[config.mk]
export PLATFORM = sky130hd
export DESIGN_NAME = video_mem
export DESIGN_NICKNAME = d
export VERILOG_FILES = /design/src/rtl/video_mem_pkg.sv /design/src/rtl/video_mem_clear_fsm.sv /design/src/rtl/video_mem.sv
export SDC_FILE = /design/constraint.sdc
export NUM_CORES = 1
export LEC_CHECK = 0
export BUFFER_PORTS_ARGS = -buffer_cell sky130_fd_sc_hd__buf_4
export CAP_MARGIN = 20
export CORE_ASPECT_RATIO = 0.5
export CORE_UTILIZATION = 55
export DETAILED_ROUTE_END_ITERATION = 10
export PLACE_DENSITY = 0.86
export SLEW_MARGIN = 40
export SYNTH_ARGS = -nofsm -noshare
export SYNTH_HDL_FRONTEND = slang
export SYNTH_SLANG_ARGS = --single-unit
[constraint.sdc]
create_clock -name clk -period 1.78 [get_ports clk]
set_input_delay 0.089 -clock clk [delete_from_list [all_inputs] [get_ports clk]]
set_output_delay 0.089 -clock clk [all_outputs]
set_load 0.005 [all_outputs]
[src/rtl/video_mem_pkg.sv]
// Shared types and constants for the video_mem simple-dual-port memory.
package video_mem_pkg;

   typedef enum logic {
      ST_IDLE  = 1'b0,
      ST_CLEAR = 1'b1
   } clr_state_e;

   localparam int unsigned RD_LAT_MIN = 1;
   localparam int unsigned RD_LAT_MAX = 2;

endpackage

[src/rtl/video_mem_clear_fsm.sv]
// Clear engine: walks addresses 0..DEPTH-1 issuing one clear write per cycle.
module video_mem_clear_fsm
   import video_mem_pkg::*;
#(
   parameter int unsigned DEPTH      = 16,
   parameter int unsigned ADDR_WIDTH = $clog2(DEPTH)
) (
   input  logic                  clk,
   input  logic                  rst,
   input  logic                  clear_req,
   output logic                  clear_busy,
   output logic                  clr_we,
   output logic [ADDR_WIDTH-1:0] clr_addr
);

   localparam logic [ADDR_WIDTH-1:0] LAST_ADDR = ADDR_WIDTH'(DEPTH - 1);

   clr_state_e            state_q, state_d;
   logic [ADDR_WIDTH-1:0] addr_q, addr_d;

   always_ff @(posedge clk or posedge rst) begin
      if (rst) begin
         state_q <= ST_IDLE;
         addr_q  <= '0;
      end else begin
         state_q <= state_d;
         addr_q  <= addr_d;
      end
   end

   always_comb begin
      state_d = state_q;
      addr_d  = addr_q;
      case (state_q)
         ST_IDLE: begin
            addr_d = '0;
            if (clear_req) state_d = ST_CLEAR;
         end
         ST_CLEAR: begin
            if (addr_q == LAST_ADDR) begin
               state_d = ST_IDLE;
               addr_d  = '0;
            end else begin
               addr_d = addr_q + ADDR_WIDTH'(1);
            end
         end
         default: state_d = ST_IDLE;
      endcase
   end

   assign clear_busy = (state_q == ST_CLEAR);
   assign clr_we     = (state_q == ST_CLEAR);
   assign clr_addr   = addr_q;

endmodule

[src/rtl/video_mem.sv]
// Simple-dual-port VGA memory with write handshake, 1/2-cycle read pipeline and clear engine.
module video_mem
   import video_mem_pkg::*;
#(
   parameter int unsigned          DATA_WIDTH  = 12,
   parameter int unsigned          DEPTH       = 16,
   parameter int unsigned          ADDR_WIDTH  = $clog2(DEPTH),
   parameter int unsigned          RD_LATENCY  = 1,
   parameter string                INIT_FILE   = "",
   parameter logic [DATA_WIDTH-1:0] CLEAR_VALUE = '0
) (
   input  logic                  clk,
   input  logic                  rst,
   input  logic                  wr_valid,
   output logic                  wr_ready,
   input  logic [ADDR_WIDTH-1:0] wr_addr,
   input  logic [DATA_WIDTH-1:0] wr_data,
   input  logic                  rd_en,
   input  logic [ADDR_WIDTH-1:0] rd_addr,
   output logic                  rd_valid,
   output logic [DATA_WIDTH-1:0] rd_data,
   input  logic                  clear_req,
   output logic                  clear_busy
);

   logic [DATA_WIDTH-1:0] mem [DEPTH];

   logic                  clr_we;
   logic [ADDR_WIDTH-1:0] clr_addr;
   logic                  rd_valid1_q;
   logic [DATA_WIDTH-1:0] rd_data1_q;

   video_mem_clear_fsm #(
      .DEPTH      (DEPTH),
      .ADDR_WIDTH (ADDR_WIDTH)
   ) u_clear_fsm (
      .clk        (clk),
      .rst        (rst),
      .clear_req  (clear_req),
      .clear_busy (clear_busy),
      .clr_we     (clr_we),
      .clr_addr   (clr_addr)
   );

   assign wr_ready = !clear_busy;

   // Clear writes own the port while busy; out-of-range user writes are dropped.
   always_ff @(posedge clk) begin
      if (clr_we) begin
         mem[clr_addr] <= CLEAR_VALUE;
      end else if (wr_valid && wr_ready && (32'(wr_addr) < DEPTH)) begin
         mem[wr_addr] <= wr_data;
      end
   end

   always_ff @(posedge clk or posedge rst) begin
      if (rst) begin
         rd_valid1_q <= 1'b0;
         rd_data1_q  <= '0;
      end else begin
         rd_valid1_q <= rd_en;
         if (rd_en) rd_data1_q <= (32'(rd_addr) < DEPTH) ? mem[rd_addr] : '0;
      end
   end

   generate
      if (RD_LATENCY < RD_LAT_MIN || RD_LATENCY > RD_LAT_MAX) begin : g_bad_latency
         $error("video_mem: RD_LATENCY must be 1 or 2");
      end else if (RD_LATENCY == 2) begin : g_lat2
         logic                  rd_valid2_q;
         logic [DATA_WIDTH-1:0] rd_data2_q;

         // Output register stage; data holds while no result is presented.
         always_ff @(posedge clk or posedge rst) begin
            if (rst) begin
               rd_valid2_q <= 1'b0;
               rd_data2_q  <= '0;
            end else begin
               rd_valid2_q <= rd_valid1_q;
               if (rd_valid1_q) rd_data2_q <= rd_data1_q;
            end
         end

         assign rd_valid = rd_valid2_q;
         assign rd_data  = rd_data2_q;
      end else begin : g_lat1
         assign rd_valid = rd_valid1_q;
         assign rd_data  = rd_data1_q;
      end
   endgenerate

endmodule

==> impl_results.md <==
* Number of flops mapped to enable cells by yosys at 192
* Top post-synthesis cells by count: edfxtp_1, nor2_1, mux4_1, mux4_2, dfrtp_1
* Tcrit/Tclk final at 101%
* Netlist cell types at 36
* Status: complete, but fails checks
* Met2 usage at 42.7%
* First drt pass iteration count at 5
* Max VDD drop at 0.697 mV
* Post-synthesis mux area share at 15.4%
* WS Path Type: register to register
* Synth area leaders: edfxtp_1, mux4_1, mux4_2, dfrtp_1, a221oi_2
* WL/cell at 28.5 um
* Min cycle time layout at 1.79 ns
* Number of global-route vias before repair at 4499
* Max Fclk at 0.557 GHz
* Share of the synthesized area in the top cell type at 68.4%
* Setup crit start: u_clear_fsm.clear_busy
* Clock Latency Late Sink at 0.50 ns
* RSZ-0062 raised after global routing: yes
* Clk_skew at 0.0198 ns
* Synth Area in Compound Gates at 4.22%
* Net Count, Synth at 421
* Layout area overhead at 17.1%
* Worst-margin pin slew at 0.769 ns
* Final setup margin at -0.0148 ns
* # setup viols final at 10
* Clock H-tree levels at 1
* Share of flip-flops with an asynchronous set or reset at 8.57%
* Grt met1 use at 34.4%
* GRT busiest layer: met2
* Gr usage total at 26.0%
* Post-synthesis cell area at 8430 um2
* Worst hold margin at 0.156 ns
* CTS tree: done
* Clk slew on worst S/H paths at 0.07 ns
* GP Congestion at 0.838
* Worst Min Path Start: wr_data[9]
* TritonCTS buffer count at 19
* Worst EP arrival at 1.98 ns
* Routed Wire Length at 19400 um
* Post-route DRC at 0
* Port Buffer Count at 39
* Share of cells above drive strength 1 at 33.3%
* Seq/Total Area, Yosys at 73.8%
* Initial core utilization at 57.3%
* Critical Path End Type: register
* Chip width at 177 um
* Post-synthesis xor/xnor area fraction at 0.104%
* CTS max path bufs at 3
* Count leader, synth: edfxtp_1
* Cell row count at 31
* Post-Syn Area per Cell at 21.3 um2
* Max_cap viols at 0
* Slew margin rel. at 48.7%
* Die Height at 89.5 um
* Die area at 15900 um2
* Final Hold Fails at 0
* Mapped Cells at 395
* DP Wirelength at 10900 um
* Total Power at 13700 uW
* Largest family of logic cells by synthesized area: multiplexers
* Hold Crit Class: input port to register
* Core area at 14700 um2
* WP data required at 1.97 ns
* Clock tree sinks at 210
* Adder-cell share of the synthesized area at 0.148%
* First-pass GRT wire length at 28500 um
* Post-Synth Simple-Gate Area at 3.76%
* Grt total ovfl at 0
* CTS Root Cell: clkbuf_16
* Initial DRC Count at 388
* Diode count at 0
* Startpoint Class: register
* Worst reg2reg path startpoint: u_clear_fsm.clear_busy
* Synth warn at 0
* Via count at 4391
* CP Max Fanout at 12
* Post-route ant nets at 0
* Post-DR vias/cell at 6.44
* GR Layer Usage met3 at 5.99%
* Pin count of the biggest net entering global routing at 27
* Io pins at 40
* Ys flop type: edfxtp_1
* Pwr dens at 1390 nW/um2
* Pleak at 0.00345 uW
* Reg-to-reg slack, setup at -0.01 ns
* Failing checks: setup timing
* # nets final at 498
* Slew Limit Fails at 0
* Yosys reg bits at 210
* Cell taking the most area after synthesis: edfxtp_1
* Fin util at 67.1%
* Initial antenna violation count at 0
==> flip-flops by register name, summed over array words and instances, names as in the netlist <==
signal	cells
u_clear_fsm.clear_busy	1
rd_data	12
mem	192
rd_valid	1
u_clear_fsm.clr_addr	4
==> report_power, final <==
group          internal, uW  total [uW]  leakage, uW  switching [uW]
registers              6440        6820      0.00200             380
logic                  1080        2530      0.00115            1460
clock network          2530        4330     0.000308            1800
==> cells by family after synthesis <==
group | after synthesis
AO/OA/AOI/OAI | 36
XOR/XNOR | 1
adder cells (fa/ha/maj) | 1
buffers and inverters | 26
flip-flops | 210
multiplexers | 60
AND/OR/NAND/NOR | 61
==> layer usage <==
layer  wire length [um]  share of wire, %
met1               7590                39
met2               9200                47
met3               1920               9.9
met4                691               3.6
met5                  0                 0
==> critical path, cell delays in order (launching register included) <==
cell and delay [ns]:
dfrtp_2 0.48, nor4bb_2 0.32, a31oi_1 0.14, buf_4 0.20
nor2_1 0.15, buf_6 0.21
==> area by class of cell <==
| cell class | count | area [um2] |
|---|---|---|
| Inverter | 6 | 22.5 |
| Clock inverter | 8 | 121 |
| Tap cell | 198 | 248 |
| Multi-Input combinational cell | 159 | 2070 |
| Fill cell | 861 | 4830 |
| Clock buffer | 25 | 528 |
| Timing Repair Buffer | 76 | 666 |
| Sequential cell | 210 | 6220 |
==> cell usage in the layout (no fill, tap or decap), types with 7 or more instances in the layout <==
cell type and instances:
mux4_1 26, buf_6 10, dfrtp_1 17, mux2i_1 12, and2_2 7, buf_4 59
clkbuf_16 19, and2_1 7, mux4_2 22, nor2_1 23, a221oi_2 10, edfxtp_1 192
==> stage by stage <==
step	instance area, um2	setup slack (ns)	std cells	setup TNS, ns
after floorplan	8440	-0.153	395	-9.00
after global placement	9090	-0.0917	646	-2.72
after detailed placement	9090	-0.179	646	-7.25
after CTS	9800	-0.164	682	-3.65
after global routing	9870	-0.104	682	-4.49
final	9870	-0.0148	682	-0.0810
==> what timing repair did <==
action,4_1_cts,5_1_grt
hold buffers,3,0
buffers inserted,0,0
endpoints found under the setup margin,76,279
gates resized for setup,5,23
hold endpoints to repair,20,0
==> final timing paths <==
kind / end / cells past startpoint
worst max-delay path: mem[5][3] / 5
worst min-delay path: mem[13][9] / 2
worst max register to register: mem[5][3] / 5
worst min register to register: u_clear_fsm.clr_addr[3] / 3
max in group asynchronous: u_clear_fsm.clear_busy / 4
min in group asynchronous: rd_data[2] / 4
No activity file was read; power rests on OpenSTA's default activity.
